**src/rtl/pipeline.sv**
```systemverilog
// Unsigned WIDTH x WIDTH multiplier pipelined over three register stages.
// One operand pair is accepted every clock; its product appears on result
// three clocks later.
// Ports:
//   clk    - rising-edge clock
//   rst_n  - synchronous reset, active high (1 = reset)
//   data_a - unsigned multiplicand, WIDTH bits
//   data_b - unsigned multiplier, WIDTH bits
//   result - registered product, 2*WIDTH bits
module pipeline #(
  parameter int unsigned WIDTH = 4
) (
  input  logic                 clk,
  input  logic                 rst_n,
  input  logic [WIDTH-1:0]     data_a,
  input  logic [WIDTH-1:0]     data_b,
  output logic [2*WIDTH-1:0]   result
);

  localparam int unsigned RW   = 2 * WIDTH;
  localparam int unsigned HALF = WIDTH / 2;

  logic [WIDTH-1:0] a_s1_q, a_s1_d;
  logic [WIDTH-1:0] b_s1_q, b_s1_d;
  logic [RW-1:0]    s2_lo_q, s2_lo_d;
  logic [RW-1:0]    s2_hi_q, s2_hi_d;
  logic [RW-1:0]    result_q, result_d;

  // Next-state logic for all three stages
  always_comb begin
    a_s1_d   = data_a;
    b_s1_d   = data_b;
    s2_lo_d  = '0;
    s2_hi_d  = '0;
    // Lower half of the partial products feeds s2_lo, upper half feeds s2_hi
    for (int unsigned i = 0; i < WIDTH; i++) begin
      if (b_s1_q[i]) begin
        if (i < HALF) begin
          s2_lo_d = s2_lo_d + (RW'(a_s1_q) << i);
        end else begin
          s2_hi_d = s2_hi_d + (RW'(a_s1_q) << i);
        end
      end
    end
    result_d = s2_lo_q + s2_hi_q;
  end

  // Stage registers; reset flushes everything in flight
  always_ff @(posedge clk) begin
    if (rst_n) begin
      a_s1_q   <= '0;
      b_s1_q   <= '0;
      s2_lo_q  <= '0;
      s2_hi_q  <= '0;
      result_q <= '0;
    end else begin
      a_s1_q   <= a_s1_d;
      b_s1_q   <= b_s1_d;
      s2_lo_q  <= s2_lo_d;
      s2_hi_q  <= s2_hi_d;
      result_q <= result_d;
    end
  end

  assign result = result_q;

endmodule

```
**config.mk**
```make
export PLATFORM = sky130hd
export DESIGN_NAME = pipeline
export DESIGN_NICKNAME = d
export VERILOG_FILES = /design/src/rtl/pipeline.sv
export SDC_FILE = /design/constraint.sdc
export NUM_CORES = 1
export LEC_CHECK = 0
export CAP_MARGIN = 25
export CORE_MARGIN = 8
export CORE_UTILIZATION = 45
export CTS_CLUSTER_SIZE = 8
export DETAILED_ROUTE_END_ITERATION = 7
export HOLD_SLACK_MARGIN = 0.1
export PLACE_DENSITY = 0.64
export RECOVER_POWER = 25
export SKIP_LAST_GASP = 1
export SLEW_MARGIN = 20
export SYNTH_ARGS = -nofsm -noshare
export SYNTH_HDL_FRONTEND = slang
export SYNTH_SLANG_ARGS = --single-unit
```
**constraint.sdc**
```tcl
create_clock -name clk -period 2.1 [get_ports clk]
set_clock_uncertainty 0.05 [all_clocks]
set_input_delay 0.525 -clock clk [delete_from_list [all_inputs] [get_ports clk]]
set_output_delay 0.525 -clock clk [all_outputs]
set_load 0.05 [all_outputs]
```
======== Word level (Yosys, flattened, before mapping) ========
Cells that the tools add are included.
word-level totals
  memories ................................ 0
  bits of input ports ..................... 10
  bits in read-only memories .............. 0
  register bits ........................... 32
  memory bits (writable) .................. 0
  latch bits .............................. 0
  output and inout bits ................... 8
cells by class
  reductions and logical operators ........ 0
  multiplexer cells ....................... 4
  shift operators ......................... 0
  equality and inequality tests ........... 0
  bitwise gates (word level) .............. 0
  magnitude comparators ................... 0
  $mul .................................... 0
  add/subtract/negate cells ............... 3
  divide/modulo/power cells ............... 0
operators by type and width
  operator                                number
  6-bit 2-to-1 mux                        2
  8-bit by 7-bit adder with 8-bit output  1
  8-bit adder                             1
  8-bit 2-to-1 mux                        1
  4-bit by 5-bit adder with 6-bit output  1
  4-bit 2-to-1 mux                        1

======== Longest topological paths before layout ========
  depth after elaboration ................. 3
  gate-level depth with buffers ........... 7
  gate-level depth less buffers ........... 7

======== Worst setup path after synthesis ========
OpenSTA, ideal clock, no wires.
  kind .................................... reg2reg
  start ................................... reg s2_lo_q[2]
  end ..................................... reg result_q[6] (netlist: result[6])
  cell stages (with the launch flop) ...... 6
  clock period less this slack ............ 1667 ps
  library setup time ...................... 123 ps
  arrival ................................. 1494 ps
  path slack .............................. 433 ps
  cells stage by stage .................... dfxtp_1 > ha_1 > fa_1 > a21o_1 > a21oi_1 > mux2_1
between the ends
  longest elaborated chain between the ends .. 1
RTL lines
  what                    line  source
  start, declared         25    logic [RW-1:0] s2_lo_q, s2_lo_d;
  start signal, assigned  59    s2_lo_q <= s2_lo_d;
  8-bit adder             45    result_d = s2_lo_q + s2_hi_q;
  end signal, assigned    61    result_q <= result_d;
  end, declared           27    logic [RW-1:0] result_q, result_d;
Every way passes these cells.
A chain may end at the register's enable or synchronous reset.

======== Worst setup path after layout ========
  start ................................... reg result_q[7] (netlist: result[7])
  end ..................................... out result[7]
RTL lines
  what           line  source
  end, declared  17    output logic [2*WIDTH-1:0] result
No word-level cell between the ends.

==> impl_metrics.env <==
export IMPL_drtIter0Drc=26
export IMPL_cts_sinks=28
export IMPL_path_cells="clkdlybuf4s50_1"
export IMPL_port_buffers=17
export IMPL_period_needed_ps=2040
export IMPL_chipWidth_um=68.6
export IMPL_drc=0
export IMPL_num_rows=19
export IMPL_fp_coreArea_mm2=0.00269
export IMPL_antenna_found_initial=0
export IMPL_hp_class="reg2reg"
export IMPL_cp_required_ps=1520
export IMPL_grt_pass1_wl_mm=3.45
export IMPL_setup_slack_ps=59.7
export IMPL_numCtsBuffers=3
export IMPL_crit_path_end_kind="primary output"
export IMPL_drt_total_wl_mm=2.01
export IMPL_grtUsageTotal=0.0965
export IMPL_ant_nets=0
export IMPL_grt_setup_unrepaired="false"
export IMPL_status="complete, no violations"
export IMPL_antenna_cells=0
export IMPL_grt_pass1_vias=838
export IMPL_via_count=830
export IMPL_yosysWarnings=0
export IMPL_whs_ps=403
export IMPL_drive_gt1_frac=0.0426
export IMPL_grt_max_degree=21
export IMPL_placed_cells=168
export IMPL_finalNetCount=165
export IMPL_period_share=0.972
export IMPL_max_stage_delay_ps=800
export IMPL_p_per_area_mw_per_mm2=666
export IMPL_hpwl_mm=1.60
export IMPL_dr_pass1_iters=3
export IMPL_cts_buffer_depth=2
export IMPL_syn_inst=121
export IMPL_routedWlPerCell_um=11.7
export IMPL_synth_nets=144
export IMPL_dieArea_mm2=0.00470
export IMPL_critPathKind="reg2out"
export IMPL_grt_overflow=0
export IMPL_leakage_uw=0.000685
export IMPL_path_buf_inv=1
export IMPL_num_io_pins=18
export IMPL_crit_slowest_cell="clkdlybuf4s50_1"
export IMPL_ctsHoldBuffers=0
export IMPL_setup_violations=0
export IMPL_dp_slack_ps=282
export IMPL_synth_cell_types=24
export IMPL_clk_pin_slew_ps=140
export IMPL_post_cts_repair_setup_buffers=0
export IMPL_clock_root_buffer="clkbuf_4"
export IMPL_finalHoldViolations=0
export IMPL_clk_latency_ps=320
export IMPL_area_growth_pct=19.9
export IMPL_startpoint_type="flip-flop"
export IMPL_fin_setup_tns_ps=0
export IMPL_worstMarginPinSlew_ps=767
export IMPL_final_cell_count_no_fill=172
export IMPL_synth_area_mm2=0.00124
export IMPL_yosysSeqAreaShare=0.451
export IMPL_clock_fmax_mhz=490
export IMPL_critPathTopFamily="buffers and inverters"
export IMPL_relSlewSlack=0.488
export IMPL_die_y_um=68.6
export IMPL_finalMaxSlewViolations=0
export IMPL_post_cts_resized=0
export IMPL_initial_core_util=0.463
export IMPL_ys_seq_elements=28
export IMPL_fillers=240
export IMPL_cts_tree="yes"
export IMPL_postSynthAreaPerCell_um2=10.3
export IMPL_vias_per_cell=4.83
export IMPL_gp_congestion=0.861
export IMPL_ir_drop_mv=0.507
export IMPL_cp_max_fo=1
export IMPL_cap_viol_max_count=0
export IMPL_cts_max_level=1
export IMPL_crit_arrival_ps=1470
==> through the flow <==
stage / total power [µW] / area [µm²] / utilization
2_1_floorplan: 632 / 1240 / -
3_5_place_dp: 668 / 1450 / 0.538
4_1_cts: 1010 / 1500 / 0.558
6_report: 993 / 1490 / 0.555
5_1_grt: 1050 / 1490 / 0.555
3_3_place_gp: 665 / 1450 / 0.538
==> metal layers <==
metal	track usage	vias to the layer above	share of wire
met5	0	-	0
met4	0.0307	0	0.016
met3	0.0388	4	0.050
met2	0.184	16	0.52
met1	0.0917	375	0.41
li1	-	435	-
==> worst paths after layout <==
check              from   endpoint  slack (ps)  cells past startpoint
max           result[7]  result[7]          60                      1
min          s2_lo_q[1]  result[1]         400                      1
min reg2reg  s2_lo_q[1]  result[1]         400                      1
max reg2reg  s2_lo_q[2]  result[6]         310                      5
==> where the power goes <==
part	internal, µW	total [µW]	switching, µW
registers	548	562	13.5
logic	47.9	92.0	44.1
clock network	193	340	147
==> cells by family after synthesis <==
| kind of cell | synth area share |
|---|---|
| buffers and inverters | 0.0443 |
| multiplexers | 0.0775 |
| XOR/XNOR | 0.0211 |
| AND/OR/NAND/NOR | 0.192 |
| adder cells (fa/ha/maj) | 0.149 |
| flip-flops | 0.451 |
| AO/OA/AOI/OAI | 0.0654 |
==> layout by cell type, fill, tap and decap left out, drive strengths merged <==
master,n
a21o,3
and2b,2
mux2,5
clkbuf,5
nor2b,12
inv,9
mux2i,4
nand2,4
nand3b,2
nand2b,2
xnor2,3
nor2,11
ha,10
dfxtp,28
dlygate4sd3,1
fa,3
clkdlybuf4s50,16
nand3,1
o22ai,1
and3b,2
and2,4
a21oi,9
or3b,2
o21bai,1
bufinv,1
==> layout make-up <==
| cell class | count | area [µm²] | area share |
|---|---|---|---|
| clock inverters | 1 | 30.0 | 0.0201 |
| flip-flops and latches | 28 | 561 | 0.376 |
| well taps | 31 | 38.8 | 0.0260 |
| clock buffers | 3 | 22.5 | 0.0151 |
| multi-input cells | 81 | 628 | 0.421 |
| inverters | 9 | 33.8 | 0.0227 |
| repair buffers | 19 | 178 | 0.119 |
==> state kept, by name (all words and copies together), names as in the netlist <==
register,count
s2_lo_q,6
s2_hi_q,6
result,8
a_s1_q,4
b_s1_q,4
==> worst register-to-register path, delay by kind of cell (launching register included) <==
family                   cells  cell delay, ps
multiplexers                 1             330
adder cells (fa/ha/maj)      2             620
AO/OA/AOI/OAI                2             350
flip-flops                   1             340
==> synthesized netlist by cell type (all sizes together) <==
library cell	n	area (µm²)
and2	4	25.0
mux2i	4	40.0
nand3b	2	15.0
nand3	1	5.00
and3b	2	17.5
buf	3	21.3
a21oi	9	45.0
o21bai	1	7.51
nand2	4	15.0
nor2	11	41.3
xnor2	3	26.3
fa	3	60.1
or3b	2	17.5
mux2	5	56.3
nor2b	12	75.1
and2b	2	15.0
dfxtp	28	561
o22ai	1	6.26
nand2b	2	12.5
inv	9	33.8
a21o	3	22.5
ha	10	125
(Power assumes the default switching activity.)
